[src/rtl/seq_mul16.sv]
// seq_mul16 -- sequential 16x16 unsigned shift-and-add multiplier.
//
// One RCA_16bit instance is reused every cycle. The accumulator (hi) and the
// multiplier shift register (lo) together form the 32-bit partial product.
// Each BUSY cycle does one add-then-shift-right step, and the adder carry-out
// shifts into hi[15]. Sixteen steps give the exact product.
//
// Timing: the start is accepted at edge E0, the iterations happen at edges
// E1..E16, and done pulses for one cycle after E16 with product valid.
//
// Optional feature: define SEQ_MUL16_ZERO_BYPASS_EN so that an accepted start
// with a zero operand goes straight to DONE with product 0. In that case the
// latency is 1 and busy never asserts.

// 16-bit ripple-carry adder (the team's shared adder block).
module RCA_16bit (
    input  logic [15:0] in_a,
    input  logic [15:0] in_b,
    input  logic        cin,
    output logic [15:0] sum,
    output logic        cout
);

    logic [16:0] carry;

    assign carry[0] = cin;

    // One full-adder cell per bit, carries chained LSB to MSB.
    for (genvar i = 0; i < 16; i++) begin : g_bit
        logic prop;
        assign prop         = in_a[i] ^ in_b[i];
        assign sum[i]       = prop ^ carry[i];
        assign carry[i + 1] = (in_a[i] & in_b[i]) | (carry[i] & prop);
    end

    assign cout = carry[16];

endmodule

module seq_mul16 (
    input  logic        clk,
    input  logic        rst,
    input  logic        start,
    input  logic [15:0] a,
    input  logic [15:0] b,
    output logic        busy,
    output logic        done,
    output logic [31:0] product
);

    typedef enum logic [1:0] {
        IDLE = 2'd0,
        BUSY = 2'd1,
        DONE = 2'd2
    } state_t;

    state_t state;
    state_t state_nxt;

    // Datapath registers.
    logic [15:0] mcand;
    logic [15:0] hi;
    logic [15:0] lo;
    logic [3:0]  cnt;

    // Control strobes decoded from the FSM.
    logic load;     // capture new operands
    logic step;     // one add-then-shift iteration
    logic finish;   // last iteration: publish product
    logic zero_op;  // zero-operand shortcut (only ever set with bypass enabled)

    // Adder hookup and the value {hi,lo} takes after one step.
    logic [15:0] add_b;
    logic [15:0] add_sum;
    logic        add_cout;
    logic [31:0] step_val;

    assign add_b    = lo[0] ? mcand : 16'h0000;
    assign step_val = {add_cout, add_sum, lo[15:1]};

    RCA_16bit u_rca (
        .in_a (hi),
        .in_b (add_b),
        .cin  (1'b0),
        .sum  (add_sum),
        .cout (add_cout)
    );

    // State register.
    always_ff @(posedge clk or posedge rst) begin
        // NOTE: clocked state uses non-blocking assignments, so every register
        // samples its pre-edge value. Blocking assignments here would create
        // ordering races between always_ff blocks.
        if (rst) begin
            state <= IDLE;
        end else begin
            state <= state_nxt;
        end
    end

    // Next-state and datapath control decode.
    always_comb begin
        // NOTE: every output of this block gets a default first. A path that
        // leaves one unassigned would infer a latch.
        state_nxt = state;
        load      = 1'b0;
        step      = 1'b0;
        finish    = 1'b0;
        zero_op   = 1'b0;

        case (state)
            IDLE, DONE: begin
                if (start) begin
                    load = 1'b1;
`ifdef SEQ_MUL16_ZERO_BYPASS_EN
                    if ((a == 16'h0000) || (b == 16'h0000)) begin
                        zero_op   = 1'b1;
                        state_nxt = DONE;
                    end else begin
                        state_nxt = BUSY;
                    end
`else
                    state_nxt = BUSY;
`endif
                end else if (state == DONE) begin
                    state_nxt = IDLE;
                end
            end

            BUSY: begin
                // start is deliberately ignored while an operation runs.
                step = 1'b1;
                if (cnt == 4'd15) begin
                    finish    = 1'b1;
                    state_nxt = DONE;
                end
            end

            default: begin
                state_nxt = IDLE;
            end
        endcase
    end

    // Registered status flags, derived from the next state so that they line
    // up exactly with the state they report.
    always_ff @(posedge clk or posedge rst) begin
        if (rst) begin
            busy <= 1'b0;
            done <= 1'b0;
        end else begin
            busy <= (state_nxt == BUSY);
            done <= (state_nxt == DONE);
        end
    end

    // Operand capture and the shift-and-add iteration.
    always_ff @(posedge clk or posedge rst) begin
        // NOTE: these are a handful of flops rather than a memory, so all of
        // them are reset. A reset in mid-operation then leaves no stale
        // partial product behind.
        if (rst) begin
            mcand <= 16'h0000;
            hi    <= 16'h0000;
            lo    <= 16'h0000;
            cnt   <= 4'd0;
        end else if (load) begin
            mcand <= a;
            lo    <= b;
            hi    <= 16'h0000;
            cnt   <= 4'd0;
        end else if (step) begin
            {hi, lo} <= step_val;
            cnt      <= cnt + 4'd1;
        end
    end

    // Result register: updated only on completion, held otherwise.
    always_ff @(posedge clk or posedge rst) begin
        if (rst) begin
            product <= 32'h0000_0000;
        end else if (finish) begin
            product <= step_val;
        end else if (zero_op) begin
            product <= 32'h0000_0000;
        end
    end

endmodule

[config.mk]
export PLATFORM = sky130hd
export DESIGN_NAME = seq_mul16
export DESIGN_NICKNAME = d
export VERILOG_FILES = /design/src/rtl/seq_mul16.sv
export SDC_FILE = /design/constraint.sdc
export NUM_CORES = 1
export LEC_CHECK = 0
export BUFFER_PORTS_ARGS = -buffer_cell sky130_fd_sc_hd__buf_2
export CAP_MARGIN = 10
export CELL_PAD_IN_SITES_DETAIL_PLACEMENT = 0
export CELL_PAD_IN_SITES_GLOBAL_PLACEMENT = 1
export CORE_MARGIN = 4
export CORE_UTILIZATION = 40
export DETAILED_ROUTE_END_ITERATION = 6
export PLACE_DENSITY_LB_ADDON = 0.08
export RECOVER_POWER = 50
export SETUP_SLACK_MARGIN = 0.3
export SYNTH_ARGS = -nofsm -noshare
export SYNTH_HDL_FRONTEND = slang
export SYNTH_HIERARCHICAL = 1
export SYNTH_SLANG_ARGS = --single-unit
export TNS_END_PERCENT = 10
[constraint.sdc]
create_clock -name clk -period 6.84 [get_ports clk]
set_input_delay 1.026 -clock clk [delete_from_list [all_inputs] [get_ports clk]]
set_output_delay 1.026 -clock clk [all_outputs]
set_load 0.05 [all_outputs]
==> metrics.csv <==
stage,metric,value,unit
die,Ports,69,
timing,min Tclk post-route,6.42,ns
global_route,Total Routing Usage GR,14.8,%
critical_path,CP max stage delay,0.39,ns
clocking,Post-CTS Setup Inserts,0,
critical_path,CP max FO,2,
placement,GP Congestion,0.727,
drt,Routed WL,7720,um
critical_path,Setup CP Type,flop to flop,
critical_path,nature of the critical path startpoint,flop,
timing,relative slew slack,-121,%
cells_and_area,diode count,0,
yosys,asr flop ratio synth,100,%
yosys,mapped cell area,3850,um^2
global_route,largest net degree at the start of global routing,62,
drt,DR vias/cell,4.89,
yosys,synthesized flop and latch total,88,
clocking,htree depth,3,
critical_path,"Data arrival, critical path",6.70,ns
timing,Worst-Margin Slew,3.31,ns
die,die area,11300,um^2
timing,final setup fails,0,
timing,endpoints failing hold,0,
critical_path,CP Cell Sequence,"and2_1, fa_1, inv_1, fa_1, inv_1, fa_2, fa_2, fa_2, fa_2, fa_2, fa_2, fa_2, fa_2, fa_2, fa_2, fa_2, fa_2, fa_2, inv_2, fa_1, inv_2, a22o_1",
power,Leakage Power,2.15,nW
timing,final worst path period share,93.8,%
clocking,Worst-path clk slew,0.09,ns
cells_and_area,final cell count without fillers,496,
clocking,CTS tree,built,
flow_run,max_cap viols,4,
global_route,vias in the first global route,2658,
critical_path,CP required,7.12,ns
yosys,Post-synth EDFFs,0,
run_status,outcome,finished with violations,
yosys,register area share after synthesis,57.2,%
timing,fmax,156,MHz
placement,# port buffers,68,
timing,PnR worst setup slack,0.423,ns
timing,Final Slew Violations,148,
critical_path,slowest CP cell,fa_1,
global_route,first-pass GRT wire length,13300,um
yosys,"Avg Cell Area, Syn",13.0,um^2
critical_path,Crit path buffers/inverters,4,
placement,DP HPWL,5050,um
drt,drt first pass iters,4,
critical_path,"CP delay by family, top",adder cells,
clocking,total CTS buffers,9,
drt,Routed WL per cell,15.6,um
placement,placed insts,480,
die,Die Span Y,106,um
critical_path,Critical Path Sink Type,flop,
drt,Post-DRT Antenna Nets,0,
clocking,worst skew pair latency,0.35,ns
yosys,synth unique cells,25,
power,PD cells,539,nW/um^2
cells_and_area,fraction of layout cells with a size suffix above 1,27.5,%
timing,clk_skew,0.0151,ns
yosys,yosys warns,6,
clocking,CTS Hold Buffers Added,0,
worst_hold_path,Hold WC Path Type,flop to flop,
die,Chip Width,106,um
clocking,Root Buffer Master,clkbuf_8,
yosys,Post-Synthesis Net Count,348,
drt,total number of vias,2425,
yosys,most used flip-flop cell after synthesis,dfrtp_1,
cells_and_area,Final Core Density,48.0,%
power,VDD IR max,0.000227,V
die,initial core utilization,41.5,%
critical_path,Most common cell on crit path,fa_2,
global_route,initial antenna violation count,0,
cells_and_area,final net count,414,
run_status,violated checks,"capacitance limit, slew limit",
placement,pre-CTS WS,0.170,ns
clocking,CTS Buffer Depth,2,
die,FP Rows,35,
clocking,clk sinks,88,
drt,DRC Markers,0,
cells_and_area,Area Overhead vs Synth,15.6,%
die,core area,9280,um^2
global_route,total grt overflow,0,
timing,Final TNS setup,0,ns
yosys,Synth Instances,296,
timing,setup repair after global routing missed its margin,true,
drt,drt first-iter violations,93,
==> worst min-delay path, cell delays in order, from the launching register on <==
cell     delay [ns]
dfrtp_1        0.34
nand2_1        0.05
nand2_1        0.06
==> report_power, final <==
part	switching (mW)	total (mW)	internal (mW)
combinational	0.683	1.12	0.439
clock	0.191	0.362	0.171
sequential	0.152	0.917	0.765
==> per-layer routing <==
| metal | global-route usage (%) | part of all wire [%] |
|---|---|---|
| met3 | 3.89 | 4.2 |
| met1 | 20.6 | 48 |
| met5 | 0 | 0 |
| met2 | 22.9 | 47 |
| met4 | 4.16 | 1.1 |
==> cells in the mapped netlist, types with 2 or more instances <==
master / number / area (um^2)
nand2_1: 52 / 195
mux2_2: 30 / 338
inv_1: 11 / 41.3
clkbuf_1: 4 / 15.0
buf_2: 10 / 50.1
a21o_1: 16 / 120
buf_6: 3 / 33.8
nor2b_1: 2 / 12.5
dfrtp_1: 88 / 2200
and2_1: 16 / 100
fa_1: 16 / 320
a22o_1: 33 / 289
mux2_1: 3 / 33.8
==> cells in the final DEF (no fill, tap or decap), types with 2 or more instances in the layout <==
cell,count
mux2_1,3
fa_2,13
nor2b_1,2
mux2_2,30
clkbuf_8,9
inv_6,2
a22o_1,33
clkbuf_1,34
buf_2,36
a21o_1,16
inv_1,8
buf_4,3
fa_1,3
dfrtp_1,88
inv_2,2
and2_1,16
nor3b_1,2
clkinvlp_4,2
nand2_1,52
nand3_1,2
==> cells by family (layout without fill, tap and decap cells) <==
family	count (synthesis)	count (layout)	synth area share, %
AO/OA/AOI/OAI	50	50	10.8
adder cells (fa/ha/maj)	17	17	8.64
buffers and inverters	28	99	3.64
flip-flops	88	88	57.2
multiplexers	34	34	9.91
other	1	1	0.0974
AND/OR/NAND/NOR	78	78	9.75
==> path summary, 6_finish.rpt <==
path	startpoint	endpoint	slack, ns	depth (start not counted)
max in group asynchronous	rst	lo[0]$_DFFE_PP0P_	2.27	3
worst max-delay path	mcand[0]$_DFFE_PP0P_	hi[14]$_DFFE_PP0P_	0.42	22
worst min-delay path	mcand[15]$_DFFE_PP0P_	mcand[15]$_DFFE_PP0P_	0.48	2
worst max register to register	mcand[0]$_DFFE_PP0P_	hi[14]$_DFFE_PP0P_	0.42	22
worst min register to register	mcand[15]$_DFFE_PP0P_	mcand[15]$_DFFE_PP0P_	0.48	2
min in group asynchronous	rst	product[21]$_DFFE_PP0P_	0.91	2
==> repair_timing <==
item,in CTS,in global routing
gates resized for setup,4,4
endpoints found under the setup margin,3,3
pin swaps,0,2
==> stage by stage <==
| step | total power [mW] | cell area (um^2) | hold slack, ns |
|---|---|---|---|
| floorplan | 1.80 | 3870 | 0.438 |
| global placement | 2.08 | 4320 | 0.454 |
| detailed placement | 2.09 | 4320 | 0.459 |
| CTS | 2.46 | 4520 | 0.481 |
| global route | 2.60 | 4450 | 0.494 |
| finish | 2.40 | 4450 | 0.477 |
==> flip-flops by register name, indices dropped and copies added (netlist names) <==
name     cells
busy         1
cnt          4
done         1
hi          16
lo          16
mcand       16
product     32
state        2
==> area by class of cell <==
| cell class | instances | area (um^2) |
|---|---|---|
| fillers | 936 | 4830 |
| flip-flops and latches | 88 | 2200 |
| multi-input cells | 180 | 1520 |
| repair buffers | 72 | 327 |
| well taps | 129 | 161 |
| clock buffers | 10 | 128 |
| clock inverters | 6 | 67.6 |
| inverters | 11 | 42.5 |
Note: power is estimated with default switching activity, not from simulation.
